## config.mk

```make
export PLATFORM = sky130hd
export DESIGN_NAME = out_arb_mux
export DESIGN_NICKNAME = d
export VERILOG_FILES = /design/src/rtl/out_arb_mux_pkg.sv /design/src/rtl/out_arb_mux_rr_arbiter.sv /design/src/rtl/out_arb_mux.sv
export SDC_FILE = /design/constraint.sdc
export NUM_CORES = 1
export LEC_CHECK = 0
export ABC_AREA = 1
export ABC_CLOCK_PERIOD_IN_PS = 890
export CORE_MARGIN = 1
export CORE_UTILIZATION = 33
export DETAILED_ROUTE_END_ITERATION = 7
export MAX_ROUTING_LAYER = met4
export PLACE_DENSITY = 0.75
export SLEW_MARGIN = 40
export SYNTH_ARGS = -nofsm -noshare
export SYNTH_HDL_FRONTEND = slang
export SYNTH_SLANG_ARGS = --single-unit
```

## constraint.sdc

```tcl
create_clock -name clk -period 0.89 [get_ports clk]
set_input_delay 0.267 -clock clk [delete_from_list [all_inputs] [get_ports clk]]
set_output_delay 0.267 -clock clk [all_outputs]
set_load 0.01 [all_outputs]
```

## src/rtl/out_arb_mux_pkg.sv

```systemverilog
// out_arb_mux_pkg
//   Shared definitions for the output arbiter/mux slice:
//   - arb_mode_e   : arbitration mode encoding (fixed priority / round-robin)
//   - CH_MEM/CH_ALU: channel index assignments on the merged output bus
//   - clog2_min1   : ceil(log2(n)) clamped to at least 1, used for index widths
package out_arb_mux_pkg;

  typedef enum logic {
    ARB_FIXED = 1'b0,
    ARB_RR    = 1'b1
  } arb_mode_e;

  localparam int CH_MEM = 0;
  localparam int CH_ALU = 1;

  // A single channel still needs a 1-bit index so port widths never collapse to 0.
  function automatic int clog2_min1(input int n);
    int r;
    r = $clog2(n);
    return (r < 1) ? 1 : r;
  endfunction

endpackage

```

## src/rtl/out_arb_mux_rr_arbiter.sv

```systemverilog
// rr_arbiter
//   Purely combinational request arbiter.
//   Parameters: NUM_CH (channel count), ARB_MODE (0 fixed priority, 1 round-robin).
//   Ports:
//     req     in  NUM_CH : per-channel request
//     ptr     in  CH_W   : highest-priority channel in round-robin mode
//     gnt     out NUM_CH : one-hot grant, zero when no request
//     gnt_idx out CH_W   : encoded grant index, zero when no request
//   The pointer register belongs to the parent; this block only searches.
module rr_arbiter
  import out_arb_mux_pkg::*;
#(
  parameter int NUM_CH   = 2,
  parameter int ARB_MODE = 0,
  localparam int CH_W    = clog2_min1(NUM_CH)
) (
  input  logic [NUM_CH-1:0] req,
  input  logic [CH_W-1:0]   ptr,
  output logic [NUM_CH-1:0] gnt,
  output logic [CH_W-1:0]   gnt_idx
);

  always_comb begin : search
    logic found;
    int   idx;
    gnt     = '0;
    gnt_idx = '0;
    found   = 1'b0;
    idx     = 0;
    // Fixed mode scans from channel 0; round-robin scans from ptr with wrap.
    for (int k = 0; k < NUM_CH; k++) begin
      idx = (ARB_MODE == int'(ARB_RR)) ? ((int'(ptr) + k) % NUM_CH) : k;
      if (!found && req[idx]) begin
        found      = 1'b1;
        gnt[idx]   = 1'b1;
        gnt_idx    = CH_W'(idx);
      end
    end
  end

endmodule

```

## src/rtl/out_arb_mux.sv

```systemverilog
// out_arb_mux
//   Registered result selector merging NUM_CH producer channels onto the
//   system output bus with valid/ready on every side.
//   Parameters: NUM_CH (2..8), DATA_W, ARB_MODE (0 fixed, 1 round-robin).
//   Ports:
//     clk, rst_n          : clock (rising edge), async active-low reset
//     in_valid  in  NUM_CH        : channel offers data
//     in_data   in  NUM_CH*DATA_W : channel i at [i*DATA_W +: DATA_W]
//     in_ready  out NUM_CH        : one-hot/zero accept, combinational
//     out_valid out 1             : output register holds a result
//     out_data  out DATA_W        : registered result
//     out_src   out CH_W          : source channel of out_data
//     out_ready in  1             : consumer takes the result
module out_arb_mux
  import out_arb_mux_pkg::*;
#(
  parameter int NUM_CH   = 2,
  parameter int DATA_W   = 20,
  parameter int ARB_MODE = 0,
  localparam int CH_W    = clog2_min1(NUM_CH)
) (
  input  logic                     clk,
  input  logic                     rst_n,
  input  logic [NUM_CH-1:0]        in_valid,
  input  logic [NUM_CH*DATA_W-1:0] in_data,
  output logic [NUM_CH-1:0]        in_ready,
  output logic                     out_valid,
  output logic [DATA_W-1:0]        out_data,
  output logic [CH_W-1:0]          out_src,
  input  logic                     out_ready
);

  logic [NUM_CH-1:0] gnt;
  logic [CH_W-1:0]   gnt_idx;
  logic [CH_W-1:0]   rr_ptr;
  logic [CH_W-1:0]   ptr_nxt;
  logic [DATA_W-1:0] sel_data;
  logic              load;
  logic              any_req;

  logic              vld_p0;
  logic [DATA_W-1:0] data_p0;
  logic [CH_W-1:0]   src_p0;

  rr_arbiter #(
    .NUM_CH   (NUM_CH),
    .ARB_MODE (ARB_MODE)
  ) u_arb (
    .req     (in_valid),
    .ptr     (rr_ptr),
    .gnt     (gnt),
    .gnt_idx (gnt_idx)
  );

  // The register can take a new entry when empty or drained on this same edge.
  assign load     = !vld_p0 || out_ready;
  assign any_req  = |in_valid;
  assign in_ready = (load && any_req) ? gnt : '0;
  assign sel_data = in_data[int'(gnt_idx)*DATA_W +: DATA_W];
  assign ptr_nxt  = (gnt_idx == CH_W'(NUM_CH - 1)) ? '0 : gnt_idx + 1'b1;

  // Stage p0: output register; data/src hold when the register empties.
  always_ff @(posedge clk or negedge rst_n) begin
    if (!rst_n) begin
      vld_p0  <= 1'b0;
      data_p0 <= '0;
      src_p0  <= '0;
      rr_ptr  <= '0;
    end else if (load) begin
      vld_p0 <= any_req;
      if (any_req) begin
        data_p0 <= sel_data;
        src_p0  <= gnt_idx;
        rr_ptr  <= ptr_nxt;
      end
    end
  end

  assign out_valid = vld_p0;
  assign out_data  = data_p0;
  assign out_src   = src_p0;

endmodule
```

==> impl_metrics.ini, run 1 <==
[synthesis]
synthMuxAreaShare_pct = 0
synth_adder_area_share_pct = 0
synth_top_cell_by_area = dfrtp_1
synth_xor_area_share_pct = 0
synth_top_family_by_area = simple AND/OR/NAND/NOR gates
syn_avg_cell_area_um2 = 6.82
synthSimpleGateAreaFrac_pct = 45.1
ys_top_cells_by_area = dfrtp_1, nand2_1, nand3_1
synth_warnings = 0
synth_top_cell_area_share_pct = 48.4
syn_area_um2 = 1140
yosysSeqAreaShare_pct = 48.4
yosys.cell_types.count = 9
synthCells = 167
ys_ff_latch = 22
synth_nets = 212
synth_compound_area_share_pct = 0.440

[finish]
final_net_count = 304
stdcell_area_um2 = 2050
antenna_cells = 0
drive_gt1_share_pct = 25.2
final_common_cell = nand2_1
multiInputGateArea_um2 = 539
register_area_um2 = 551
final_cell_mix = nand2_1, clkdlybuf4s50_1, buf_4
area_delta_synth_final_pct = 79.9
fill_cells = 301

[floorplan]
start_util_pct = 36.1
io-pin-count = 69
die_area_um2 = 3690
fp-row-count = 20
die_width_um = 60.7
dieHeight_um = 60.7
core_area_um2 = 3150

[global_route]
grt_pass1_vias = 1223
groute.usage.overall_pct = 19.3
grt_max_degree = 23
antenna_found_initial = 0
grt_first_pass_wirelength_um = 5110
grt-ovfl-total = 0

[worst_setup_path]
worstPathBufferInverterCount = 2
crit_arrival_ps = 1050
critPathKind = flip-flop to output port
critPathLaunchType = flip-flop
path_cells = inv_2, nor2_4, nor2_2, buf_2
cp_data_required_time_ps = 620
critPathMaxFanout = 3
crit_path_max_incr_delay_ps = 410
cpMaxStageDelayCell = dfrtp_1
cp_top_family = flip-flops
cp-end-kind = output port

[cts]
cts_root_buffer = clkbuf_4
clk_pin_slew_ps = 110
clockBufferDepth = 2
clock-sinks = 22
cts-hold-fix-buffers = 0
tritoncts = built
cts_made_buffers = 3
h-tree-depth = 1
clock_latency_ps = 300

[sta]
min_period_ps = 1310
finalWorstSetupSlack_ps = -423
slew_headroom_pct = 86.1
maxSlewViolCount = 0
fin_crit_sh_pct = 148
tightest_slew_ps = 209
rsz0062_at_grt = yes
fin_skew_ps = 0.567
hold_violations = 0
max_freq_ghz = 0.762
finalSetupViolations = 45

[routing]
drt-total-wl_um = 3240
routedWlPerCell_um = 10.7
drc = 0
via_per_inst = 4.31
drt_iter0_drc = 67
antenna_left = 0
drt-pass1-iter-count = 4
vias = 1302

[hold_path]
min_path_type = input port to async pin

[place]
gp_congestion = 0.795
port_buffers = 68
placed_cell_area_um2 = 1980
place_ws_ps = -905
hpwl_um = 2450

[power_and_ir_drop]
p_leak_nw = 1.14
p_per_area_nw_per_um2 = 1340
vdd_drop_max_mv = 1.05

[outcome]
status = finished, violations left
violations = negative setup slack

[job]
cap_violations = 0
## power by group
part	leakage (nW)	switching (mW)	total (mW)	internal, mW
Combinational	0.852	0.425	1.01	0.587
Clock	0.0210	0.279	0.529	0.249
Sequential	0.270	0.0726	1.21	1.14
## kinds of logic after synthesis
kind of cell / Yosys count
and+or+nand+nor: 130
buffers and inverters: 14
DFF: 22
AOI/OAI and AO/OA: 1
## metal layers
| metal | track usage [%] | share of wire, % | vias to the layer above | routed length (um) |
|---|---|---|---|---|
| li1 | - | - | 693 | - |
| met1 | 21.1 | 44 | 570 | 1410 |
| met2 | 35.3 | 51 | 33 | 1640 |
| met3 | 3.20 | 3.4 | 6 | 110 |
| met4 | 6.17 | 2.5 | 0 | 80 |
| met5 | - | 0 | - | 0 |
## synthesized netlist by cell type
| cell type | n |
|---|---|
| nor2_1 | 5 |
| nand3_1 | 20 |
| dfrtp_1 | 22 |
| nand2_1 | 105 |
| inv_1 | 3 |
| buf_4 | 2 |
| inv_2 | 1 |
| buf_2 | 8 |
| o21ai_1 | 1 |
## area by class of cell
class	instances	area share [%]
clock buffers	4	1.77
inverters	4	0.733
multi-input cells	131	26.3
flip-flops and latches	22	26.9
well taps	44	2.69
repair buffers	97	41.6
## through the flow
step	power, mW	util (%)	setup TNS [ps]	hold slack, ps	instances
CTS	2.71	62.6	-14980	296	297
detailed placement	2.24	62.7	-23370	466	286
finish	2.75	65.0	-9050	299	302
global placement	2.23	62.7	-23260	462	286
floorplan	1.58	-	-1820	-28.6	167
global route	2.93	65.0	-11750	302	302
## repair_timing
item | CTS | global route
resized for setup | 104 | 9
endpoints found under the setup margin | 46 | 46
setup buffers | 7 | 5
pin swaps | 1 | 1
## registers in the layout, summed over array words and instances, names as in the netlist
register and count:
out_src 1, out_data 20, out_valid 1
## path summary, 6_finish.rpt
check                                       from                 endpoint  slack, ps  depth (start not counted)
max                        out_valid$_DFFE_PN0P_              in_ready[1]       -420                          4
min                                        rst_n  out_data[2]$_DFFE_PN0P_        300                          2
max reg2reg                out_valid$_DFFE_PN0P_  out_data[3]$_DFFE_PN0P_       -180                          6
min reg2reg                  out_src$_DFFE_PN0P_      out_src$_DFFE_PN0P_        490                          2
max in group asynchronous                  rst_n  out_data[7]$_DFFE_PN0P_        460                          2
min in group clk                     in_valid[0]    out_valid$_DFFE_PN0P_        350                          4
Power figures use the tool's default switching activity.
==> inputs of run 2 (changes only) <==
- SLEW_MARGIN: 40 -> default
==> results of run 2 <==
Final layout, timing and power as in run 1 (identical DEF).
